`src/rtl/barrelshift_pkg.sv`:
```
// barrelshift_pkg: shared widths, rotate helpers and the pipeline word type
package barrelshift_pkg;

    localparam int N = 8;
    localparam int M = 3;

    typedef struct packed {
        logic [N-1:0] data;
        logic [M-1:0] num;
        logic         lr;
    } rot_word_t;

    function automatic logic [N-1:0] rotl(input logic [N-1:0] data, input logic [M-1:0] amt);
        logic [2*N-1:0] t;
        t = {data, data} << amt;
        return t[2*N-1:N];
    endfunction

    function automatic logic [N-1:0] rotr(input logic [N-1:0] data, input logic [M-1:0] amt);
        logic [2*N-1:0] t;
        t = {data, data} >> amt;
        return t[N-1:0];
    endfunction

endpackage

```
`src/rtl/barrel_unrotate_pipe_if.sv`:
```
// barrel_unrotate_pipe_if: upstream and downstream valid/ready word bus
interface barrel_unrotate_pipe_if #(
    parameter int N = barrelshift_pkg::N,
    parameter int M = barrelshift_pkg::M
);
    logic         in_valid;
    logic         in_ready;
    logic [N-1:0] In;
    logic [M-1:0] Num;
    logic         LR;
    logic         out_valid;
    logic         out_ready;
    logic [N-1:0] Out;
    logic         out_lr;

    modport master (
        output in_valid, In, Num, LR, out_ready,
        input  in_ready, out_valid, Out, out_lr
    );

    modport slave (
        input  in_valid, In, Num, LR, out_ready,
        output in_ready, out_valid, Out, out_lr
    );
endinterface

```
`src/rtl/rotate_stage.sv`:
```
// rotate_stage: one pipeline slot undoing the 2^K part of the original rotation
module rotate_stage
    import barrelshift_pkg::rot_word_t;
    import barrelshift_pkg::rotl;
    import barrelshift_pkg::rotr;
#(
    parameter int N = barrelshift_pkg::N,
    parameter int M = barrelshift_pkg::M,
    parameter int K = 0
) (
    input  logic      clk,
    input  logic      rst_n,
    input  logic      en,
    input  logic      in_valid,
    input  rot_word_t in_word,
    output logic      out_valid,
    output rot_word_t out_word
);
    localparam logic [M-1:0] step = M'(1 << K);

    logic [N-1:0] rot;

    // rotate opposite to the original direction when this bit of num is set
    always_comb rot = !in_word.num[K] ? in_word.data : in_word.lr ? rotr(in_word.data, step) : rotl(in_word.data, step);

    // take the upstream word (or a bubble) whenever the slot is empty or its word moves on
    always_ff @(posedge clk or negedge rst_n)
        if (!rst_n) begin
            out_valid <= 1'b0;
            out_word  <= '0;
        end else if (en) begin
            out_valid <= in_valid;
            if (in_valid) out_word <= '{data: rot, num: in_word.num, lr: in_word.lr};
        end
endmodule

```
`src/rtl/barrel_unrotate_pipe.sv`:
```
// barrel_unrotate_pipe: M-stage log-shifter pipeline restoring a rotated word
module barrel_unrotate_pipe
    import barrelshift_pkg::rot_word_t;
#(
    parameter int N = barrelshift_pkg::N,
    parameter int M = barrelshift_pkg::M
) (
    input  logic                   clk,
    input  logic                   rst_n,
    barrel_unrotate_pipe_if.slave  bus,
    output logic                   busy
);
    logic [M:0]   v;
    logic [M-1:0] en;
    rot_word_t    w [M+1];
    logic [M-1:0] unused_num;

    assign v[0] = bus.in_valid;
    assign w[0] = '{data: bus.In, num: bus.Num, lr: bus.LR};

    for (genvar k = 0; k < M; k++) begin : g_stage
        // a slot can load unless it and every slot after it are full and the output is stalled
        assign en[k] = bus.out_ready | ~&v[M:k+1];
        rotate_stage #(.N(N), .M(M), .K(k)) u_stage (
            .clk      (clk),
            .rst_n    (rst_n),
            .en       (en[k]),
            .in_valid (v[k]),
            .in_word  (w[k]),
            .out_valid(v[k+1]),
            .out_word (w[k+1])
        );
    end

    assign bus.in_ready  = en[0];
    assign bus.out_valid = v[M];
    assign bus.Out       = w[M].data;
    assign bus.out_lr    = w[M].lr;
    assign busy          = |v[M:1];
    assign unused_num    = w[M].num;
endmodule

```
`src/flat_wrapper.sv`:
```
// flat-port wrapper written by rule: the top's interface ports become plain ports
module barrel_unrotate_pipe_flat import barrelshift_pkg::rot_word_t;
#(
    parameter int N = barrelshift_pkg::N,
    parameter int M = barrelshift_pkg::M
)
  (clk, rst_n, busy, bus_in_valid, bus_In, bus_Num, bus_LR, bus_out_ready, bus_in_ready, bus_out_valid, bus_Out, bus_out_lr);
  barrel_unrotate_pipe_if #(.N(N), .M(M)) bus_i ();
  input  logic clk;
  input  logic rst_n;
  output logic busy;
  input wire logic [$bits(bus_i.in_valid)-1:0] bus_in_valid;
  input wire logic [$bits(bus_i.In)-1:0] bus_In;
  input wire logic [$bits(bus_i.Num)-1:0] bus_Num;
  input wire logic [$bits(bus_i.LR)-1:0] bus_LR;
  input wire logic [$bits(bus_i.out_ready)-1:0] bus_out_ready;
  output wire logic [$bits(bus_i.in_ready)-1:0] bus_in_ready;
  output wire logic [$bits(bus_i.out_valid)-1:0] bus_out_valid;
  output wire logic [$bits(bus_i.Out)-1:0] bus_Out;
  output wire logic [$bits(bus_i.out_lr)-1:0] bus_out_lr;
  assign bus_i.in_valid = bus_in_valid;
  assign bus_i.In = bus_In;
  assign bus_i.Num = bus_Num;
  assign bus_i.LR = bus_LR;
  assign bus_i.out_ready = bus_out_ready;
  assign bus_in_ready = bus_i.in_ready;
  assign bus_out_valid = bus_i.out_valid;
  assign bus_Out = bus_i.Out;
  assign bus_out_lr = bus_i.out_lr;
  barrel_unrotate_pipe #(.N(N), .M(M)) u_core (.clk(clk), .rst_n(rst_n), .bus(bus_i), .busy(busy));
endmodule
```
`config.mk`:
```
export PLATFORM = sky130hd
export DESIGN_NAME = barrel_unrotate_pipe_flat
export DESIGN_NICKNAME = d
export VERILOG_FILES = /design/src/rtl/barrelshift_pkg.sv /design/src/rtl/barrel_unrotate_pipe_if.sv /design/src/rtl/rotate_stage.sv /design/src/rtl/barrel_unrotate_pipe.sv /design/src/flat_wrapper.sv
export SDC_FILE = /design/constraint.sdc
export NUM_CORES = 1
export LEC_CHECK = 0
export CAP_MARGIN = 5
export CORE_MARGIN = 2
export CORE_UTILIZATION = 41
export DETAILED_ROUTE_END_ITERATION = 10
export PLACE_DENSITY = 0.77
export SLEW_MARGIN = 20
export SYNTH_ARGS = -nofsm -noshare
export SYNTH_HDL_FRONTEND = slang
export SYNTH_HIERARCHICAL = 1
export SYNTH_SLANG_ARGS = --single-unit
```
`constraint.sdc`:
```
create_clock -name clk -period 1.35 [get_ports clk]
set_input_delay 0.27 -clock clk [delete_from_list [all_inputs] [get_ports clk]]
set_output_delay 0.27 -clock clk [all_outputs]
set_load 0.02 [all_outputs]
```
## Word level (Yosys, flattened, before mapping)

Cells that the tools add are included.

- Shift-type cells: 0
- $mul: 0
- Divide/modulo/power cells: 0
- Bitwise logic cells: 3
- $add $sub $neg: 0
- Mux-type cells: 5
- $lt $le $gt $ge: 0
- Reductions and logical operators: 9
- Equal/unequal tests: 0

Operators by type and width:

| cell | count |
|---|---|
| $mux 8 | 5 |
| $reduce_and 2->1 | 4 |
| $logic_not 1->1 | 3 |
| $or 1x1->1 | 3 |
| $reduce_and 3->1 | 1 |
| $reduce_or 3->1 | 1 |

- Bits in latches: 0
- Register bits after elaboration: 36
- RAM bits: 0
- Bits in read-only memories: 0
- Memories: 0
- Output and inout port bits: 12
- Word-level logic and storage cells: 28

## Longest topological paths before layout

Gate-level depths: netlist of the first run.

- Depth in word-level cells: 4
- Depth in mapped cells: 5
- Gate-level depth less buffers: 3

## Modules after synthesis

The synthesis of the first run kept the hierarchy.

Modules (own cells, without submodules):

| module | instances | cells an instance | area an instance (µm²) | sequential area each (µm²) |
|---|---|---|---|---|
| rotate_stage at u_core.g_stage[0].u_stage ... | 2 | 58 | 760.7 | 325.3 |
| rotate_stage at u_core.g_stage[2].u_stage | 1 | 49 | 591.8 | 325.3 |
| barrel_unrotate_pipe | 1 | 4 | 30.0 | 0.0 |

## Worst setup path after synthesis of the first run

Ideal clock, no wire load.

- Kind: register -> register
- Start point: register u_core.g_stage[2].u_stage.out_valid
- End point: register u_core/g_stage[0].u_stage/out_word[0] in the netlist's numbering
- Clock period less this slack: 1561 ps
- Path slack: -211 ps
- Stages on the path, launching flop included: 5
- Path buffers: 1
- Required time: 1225 ps
- Data arrival time: 1436 ps
- Cell sequence: dfrtp_1 > nand4b_1 > buf_6 > nand2_4 > mux2_4

- Word-level cells in the longest chain between the ends: 4

Ends and longest elaborated chain:

| item | line | RTL |
|---|---|---|
| start, declared | rotate_stage.sv:16 | `output logic out_valid,` |
| start signal, assigned | rotate_stage.sv:32 | `out_valid <= in_valid;` |
| $reduce_and 3->1 | barrel_unrotate_pipe.sv:23 | `assign en[k] = bus.out_ready \| ~&v[M:k+1];` |
| $logic_not 1->1 | barrel_unrotate_pipe.sv:23 |  |
| $or 1x1->1 | barrel_unrotate_pipe.sv:23 |  |
| net bus_in_ready | flat_wrapper.sv:17 | `output wire logic [$bits(bus_i.in_ready)-1:0] bus_in_ready;` |
| $reduce_and 2->1 (no source line) | n/a |  |
| end signal, assigned | rotate_stage.sv:33 | `if (in_valid) out_word <= '{data: rot, num: in_word.num, lr: in_word.lr};` |
| end, declared | rotate_stage.sv:17 | `output rot_word_t out_word` |

The timed path passes the listed nets, and every way through them passes these cells.
A chain may end at the register's enable or synchronous reset.

## Worst setup path in the final report of the first run

- Start point: register u_core.g_stage[2].u_stage.out_valid
- End point: output port busy

- Word-level cells in the longest chain between the ends: 1

Ends and longest elaborated chain:

| item | line | RTL |
|---|---|---|
| $reduce_or 3->1 | barrel_unrotate_pipe.sv:39 | `assign busy = \|v[M:1];` |
| end, declared | flat_wrapper.sv:11 | `output logic busy;` |

Every way passes these cells.

==> flow_metrics.tcl, run 1 <==
set metrics [dict create \
    status "finished, violations left" \
    violations "setup timing" \
    crit_type "reg2out" \
    cell_internal_pwr_mw 2.304 \
    worst_setup_path_start_kind "flip-flop" \
    grt_pass1_vias 1421 \
    dr.pass1.iters 4 \
    relSlewSlack 0.6876 \
    yosys_warnings 6 \
    die_area_um2 5238 \
    clock-root-buffer "clkbuf_8" \
    cts_htree_levels 2 \
    fin_crit_ns 1.474 \
    drive_gt1_frac 0.2995 \
    hold_path_class "in2async" \
    final_nets 212 \
    crit_chain "or3_4 > buf_6" \
    p_switching_mw 1.187 \
    syn_area_um2 1917 \
    gp_congestion 0.7491 \
    rows 24 \
    r2r_slack_ns 0.01 \
    setup_slack_ns -0.1239 \
    fillCellCount 393 \
    dp_hpwl_um 2550 \
    final-setup-viol-count 1 \
    post-place-ws_ns -0.4438 \
    initial_utilization 0.4342 \
    grt_pass1_wl_um 6486 \
    swShare 0.3400 \
    grt_antenna_before_repair 0 \
    syn-instance-count 157 \
    postPlaceCellArea_um2 2256 \
    worstPathRequired_ns 1.08 \
    syn_avg_cell_area_um2 12.21 \
    vias_per_cell 5.530 \
    io_pins 28 \
    crit_path_max_fanout 3 \
    fin_skew_ns 0.004212 \
    syn_nets 173 \
    hold_viol_final 0 \
    seq_power_share 0.426 \
    rsz0062_at_grt "true" \
    cts_made_buffers 5 \
    power_density_nw_per_um2 1435 \
    die_w_um 72.38 \
    tightest_slew_ns 0.4686 \
    drt_iter0_markers 52 \
    whs_ns 0.3539 \
    diodes 0 \
    critPathTopFamily "flip-flops" \
    vias 1377 \
    arrival_ns 1.20 \
    track_usage 0.1578 \
    drtAntennaViolNets 0 \
    slew_violations 0 \
    design.core.area_um2 4414 \
    crit_buf_inv 1 \
    fmax_ghz 0.6785 \
    fin_crit_sh 1.092 \
    worst_skew_pair.late_latency_ns 0.28 \
    max_cap_viol_count 0 \
    area_growth_pct 26.89 \
    power_frac_comb 0.370 \
    drc 0 \
    ir_drop_v 0.0005235 \
    cts_tree "built" \
    die_y_um 72.38 \
    cts.clk_slew.worst_paths_ns 0.07 \
    cpMaxStageDelayCell "dfrtp_2" \
    setup_tns_ns -0.1239 \
    critPathCaptureType "output pin" \
    port-buffer-count 27 \
    drt-total-wl_um 3637 \
    design_area_um2 2432 \
    grt_remaining_overflow 0 \
    clockBufferDepth 2 \
    grt_max_degree 34 \
    postLayoutCoreUtil 0.5510 \
    critPathMaxStageDelay_ns 0.42 \
    wire_per_inst_um 14.61 \
    p_clk_frac 0.204 \
    clock_sinks 33 \
    p_leak_nw 1.062 \
]
==> repair_timing <==
item,4_1_cts,5_1_grt
buffers inserted,3,3
resized for setup,25,7
endpoints found under the setup margin,25,20
pin swaps,1,9
gates cloned,1,0
hold buffers,0,0
==> flip-flops by register name, indices dropped and copies added, names as in the netlist <==
register and cells:
u_core/g_stage.u_stage/out_word 30, u_core/g_stage.u_stage/out_valid 3
==> layout make-up <==
type                    count  area [um^2]  share of cell area
inverters                   3        11.26            0.004630
clock inverters             3        17.52            0.007202
well taps                  52        65.06             0.02675
multi-input cells         107        954.7              0.3925
flip-flops and latches     33        827.0              0.3400
clock buffers               5        68.82             0.02829
repair buffers             46        488.0              0.2006
==> power by group through the flow <==
stage / Combinational (mW) / Clock [mW] / Sequential, mW
5_1_grt: 1.41 / 0.787 / 1.54
2_1_floorplan: 0.708 / 0 / 1.61
3_3_place_gp: 1.29 / 0 / 1.49
6_report: 1.29 / 0.712 / 1.49
3_5_place_dp: 1.32 / 0 / 1.51
4_1_cts: 1.26 / 0.743 / 1.49
==> final timing paths <==
path / start / endpoint / depth (start not counted)
worst min register to register: u_core/g_stage[2].u_stage/out_word[9]$_DFFE_PN0P_ / u_core/g_stage[2].u_stage/out_word[9]$_DFFE_PN0P_ / 2
worst min-delay path: rst_n / u_core/g_stage[2].u_stage/out_valid$_DFFE_PN0P_ / 2
max in group asynchronous: rst_n / u_core/g_stage[0].u_stage/out_valid$_DFFE_PN0P_ / 2
worst max-delay path: u_core/g_stage[2].u_stage/out_valid$_DFFE_PN0P_ / busy / 2
worst max register to register: u_core/g_stage[2].u_stage/out_valid$_DFFE_PN0P_ / u_core/g_stage[1].u_stage/out_word[8]$_DFFE_PN0P_ / 6
min in group clk: u_core/g_stage[2].u_stage/out_word[9]$_DFFE_PN0P_ / u_core/g_stage[2].u_stage/out_word[9]$_DFFE_PN0P_ / 2
==> metal layers <==
| layer | wire length [um] | track usage | vias to the layer above | share of wire |
|---|---|---|---|---|
| met5 | 0 | 0 | - | 0 |
| met1 | 1607 | 0.1903 | 667 | 0.44 |
| met4 | 44 | 0.05761 | 0 | 0.012 |
| met3 | 173 | 0.04583 | 5 | 0.048 |
| met2 | 1812 | 0.2681 | 32 | 0.50 |
| li1 | - | - | 673 | - |
==> cell usage in the layout, fill, tap and decap left out <==
master           instances
a21bo_1                  2
a21bo_2                 14
a21oi_1                 14
a21oi_2                  2
and2_4                   1
buf_12                   5
buf_16                   1
buf_2                    1
buf_4                   11
buf_6                    4
clkbuf_8                 5
clkdlybuf4s50_1         14
clkinv_2                 2
clkinvlp_4               1
dfrtp_1                 32
dfrtp_2                  1
dlygate4sd2_1           10
inv_1                    3
mux2_2                   1
mux2_4                   5
mux2i_1                 24
nand2_1                  1
nand2_4                  2
nand3_4                  2
nand3b_1                 1
nand4b_1                17
o211ai_1                16
o21ai_0                  3
or2b_1                   1
or3_4                    1
==> stage by stage <==
stage / cells / power (mW)
finish: 249 / 3.491
global route: 249 / 3.731
CTS: 246 / 3.494
detailed placement: 234 / 2.828
global placement: 234 / 2.778
floorplan: 157 / 2.321
(Power assumes the default switching activity.)
==> run 2, diff against run 1 <==
--- a/config.mk
+++ b/config.mk
@@ -9,6 +9,7 @@
 export CORE_MARGIN = 2
 export CORE_UTILIZATION = 41
 export DETAILED_ROUTE_END_ITERATION = 10
+export HOLD_SLACK_MARGIN = 0.02
 export PLACE_DENSITY = 0.77
 export SLEW_MARGIN = 20
 export SYNTH_ARGS = -nofsm -noshare
==> results of run 2 <==
No change in the layout: final DEF, timing and power equal those of run 1.
==> run 3, diff against run 2 <==
--- a/config.mk
+++ b/config.mk
@@ -6,7 +6,6 @@
 export NUM_CORES = 1
 export LEC_CHECK = 0
 export CAP_MARGIN = 5
-export CORE_MARGIN = 2
 export CORE_UTILIZATION = 41
 export DETAILED_ROUTE_END_ITERATION = 10
 export HOLD_SLACK_MARGIN = 0.02
@@ -16,3 +15,4 @@
 export SYNTH_HDL_FRONTEND = slang
 export SYNTH_HIERARCHICAL = 1
 export SYNTH_SLANG_ARGS = --single-unit
+export TNS_END_PERCENT = 30
==> run 3 against run 2 <==
Net effect:
- the run still ends with setup timing left
- core utilization decreased by 1.8 points
- register-to-register slack got worse by 0.03 ns
- global-route usage decreased by 0.089 points
==> flow_metrics.tcl, run 3 (synthesis gave the netlist of run 1 again) <==
set metrics [dict create \
    status "finished, violations left" \
    violations "setup timing" \
    r2r_slack_ns -0.02 \
    diodes 0 \
    swShare 0.3287 \
    track_usage 0.1570 \
    largest_reg_flops 30 \
    initial_utilization 0.4342 \
    fin_crit_ns 1.480 \
    grt_pass1_vias 1364 \
    drive_gt1_frac 0.2708 \
    drtAntennaViolNets 0 \
    design.core.area_um2 4414 \
    rows 24 \
    grt_max_degree 34 \
    crit_chain "or3_4 > buf_6" \
    crit_type "reg2out" \
    fillCellCount 393 \
    crit_path_max_fanout 3 \
    grt_antenna_before_repair 0 \
    setup.worst_path.start "u_core/g_stage[2].u_stage/out_valid$_DFFE_PN0P_" \
    clockBufferDepth 2 \
    relSlewSlack 0.6746 \
    crit_buf_inv 1 \
    worst_setup_path_start_kind "flip-flop" \
    final_cell_mix "32 x dfrtp_1, 24 x mux2i_1, 17 x nand4b_1" \
    cts_tree "built" \
    seq_power_share 0.422 \
    die_area_um2 4953 \
    drt-total-wl_um 3415 \
    fin_skew_ns 0.006465 \
    setup_slack_ns -0.1297 \
    grt_pass1_wl_um 6099 \
    p_switching_mw 1.156 \
    hold_viol_final 0 \
    area_growth_pct 22.78 \
    clock_sinks 33 \
    final_common_cell "dfrtp_1" \
    cts_htree_levels 2 \
    postLayoutCoreUtil 0.5332 \
    final-setup-viol-count 3 \
    cp.depth 2 \
    p_clk_frac 0.234 \
    ir_drop_v 0.0005121 \
    vias 1369 \
    max_cap_viol_count 0 \
    tightest_slew_ns 0.4881 \
    r2r_cells 5 \
    die_y_um 70.38 \
    power_density_nw_per_um2 1495 \
    worst_skew_pair.late_latency_ns 0.29 \
    p_leak_nw 1.028 \
    io_pins 28 \
    whs_ns 0.3409 \
    wire_per_inst_um 14.00 \
    drt_iter0_markers 64 \
    crit_end "busy" \
    rsz0062_at_grt "true" \
    power_frac_comb 0.344 \
    dp_hpwl_um 2467 \
    port-buffer-count 27 \
    r2r-end "u_core/g_stage[1].u_stage/out_word[0]$_DFFE_PN0P_" \
    critPathCaptureType "output pin" \
    vias_per_cell 5.611 \
    largest-register "u_core/g_stage.u_stage/out_word" \
    cts.clk_slew.worst_paths_ns 0.07 \
    slew_violations 0 \
    grt_remaining_overflow 0 \
    gp_congestion 0.7316 \
    critPathMaxStageDelay_ns 0.42 \
    cell_internal_pwr_mw 2.361 \
    critPathTopFamily "flip-flops" \
    reg_top3 "u_core/g_stage.u_stage/out_word x30, u_core/g_stage.u_stage/out_valid x3" \
    fmax_ghz 0.6758 \
    cts_made_buffers 5 \
    hold_path_class "in2async" \
    final_nets 207 \
    cpMaxStageDelayCell "dfrtp_2" \
    arrival_ns 1.21 \
    drc 0 \
    clock-root-buffer "clkbuf_8" \
    worstPathRequired_ns 1.08 \
    fin_crit_sh 1.096 \
    dr.pass1.iters 4 \
    r2r_start "u_core/g_stage[1].u_stage/out_valid$_DFFE_PN0P_" \
    die_w_um 70.38 \
]
## run 3: cell count changes in the layout (fill, tap and decap cells not counted)
| cell | before | now |
|---|---|---|
| a21oi_1 | 14 | 16 |
| a21oi_2 | 2 | 0 |
| buf_12 | 5 | 3 |
| buf_16 | 1 | 0 |
| buf_4 | 11 | 10 |
| buf_6 | 4 | 3 |
| clkbuf_8 | 5 | 7 |
| clkinv_2 | 2 | 1 |
| clkinvlp_4 | 1 | 0 |
## run 3: area by class of cell
cell class / instances / area, um^2 / area share
Clock buffer: 7 / 96.34 / 0.04094
Clock inverter: 1 / 5.005 / 0.002127
Inverter: 3 / 11.26 / 0.004785
Multi-Input combinational cell: 107 / 947.2 / 0.4024
Sequential cell: 33 / 827.0 / 0.3514
Tap cell: 52 / 65.06 / 0.02764
Timing Repair Buffer: 41 / 401.6 / 0.1707
## run 3: layer usage
metal  vias up  routed length [um]  GRT usage
met4         0                  51    0.06444
met1       665                1503     0.1845
li1        666                   -          -
met5         -                   0          0
met3         7                 179    0.05916
met2        31                1681     0.2561
## run 3: through the flow
stage | power, mW | area, um^2 | setup WS, ns | TNS [ns] | cells
2_1_floorplan | 2.320 | 1918 | -0.1182 | -0.7799 | 157
3_3_place_gp | 2.765 | 2236 | -0.4769 | -7.730 | 233
3_5_place_dp | 2.810 | 2236 | -0.4697 | -8.071 | 233
5_1_grt | 3.756 | 2354 | -0.1622 | -0.6774 | 244
6_report | 3.517 | 2354 | -0.1297 | -0.1664 | 244
4_1_cts | 3.537 | 2316 | -0.1379 | -0.3035 | 241
## run 3: worst min path at each step
| stage | endpoint | from |
|---|---|---|
| floorplan | u_core/g_stage[0].u_stage/out_valid$_DFFE_PN0P_ | rst_n |
| global placement | u_core/g_stage[2].u_stage/out_word[0]$_DFFE_PN0P_ | u_core/g_stage[2].u_stage/out_word[0]$_DFFE_PN0P_ |
| detailed placement | u_core/g_stage[0].u_stage/out_word[3]$_DFFE_PN0P_ | u_core/g_stage[0].u_stage/out_word[3]$_DFFE_PN0P_ |
| CTS | u_core/g_stage[2].u_stage/out_word[6]$_DFFE_PN0P_ | rst_n |
| global route | u_core/g_stage[2].u_stage/out_word[6]$_DFFE_PN0P_ | rst_n |
| finish | u_core/g_stage[2].u_stage/out_word[10]$_DFFE_PN0P_ | rst_n |
## run 3: repair_timing
item | CTS | global route
hold buffers | 0 | 0
endpoints found under the setup margin | 23 | 16
gates resized for setup | 24 | 4
pin swaps | 8 | 2
setup buffers | 0 | 3
hold endpoints to repair | 0 | 0
## run 3: worst register-to-register path: cells and delay by family (launching register included)
kind | cells | cell delay (ns)
simple gates | 2 | 0.24
mux | 1 | 0.29
buf+inv | 2 | 0.35
flops | 1 | 0.38
## run 3: power by group through the flow
| stage | clock network, mW | logic (mW) | registers (mW) |
|---|---|---|---|
| 2_1_floorplan | 0 | 0.707 | 1.61 |
| 3_3_place_gp | 0 | 1.28 | 1.49 |
| 3_5_place_dp | 0 | 1.30 | 1.51 |
| 4_1_cts | 0.850 | 1.20 | 1.49 |
| 5_1_grt | 0.895 | 1.33 | 1.53 |
| 6_report | 0.823 | 1.21 | 1.48 |
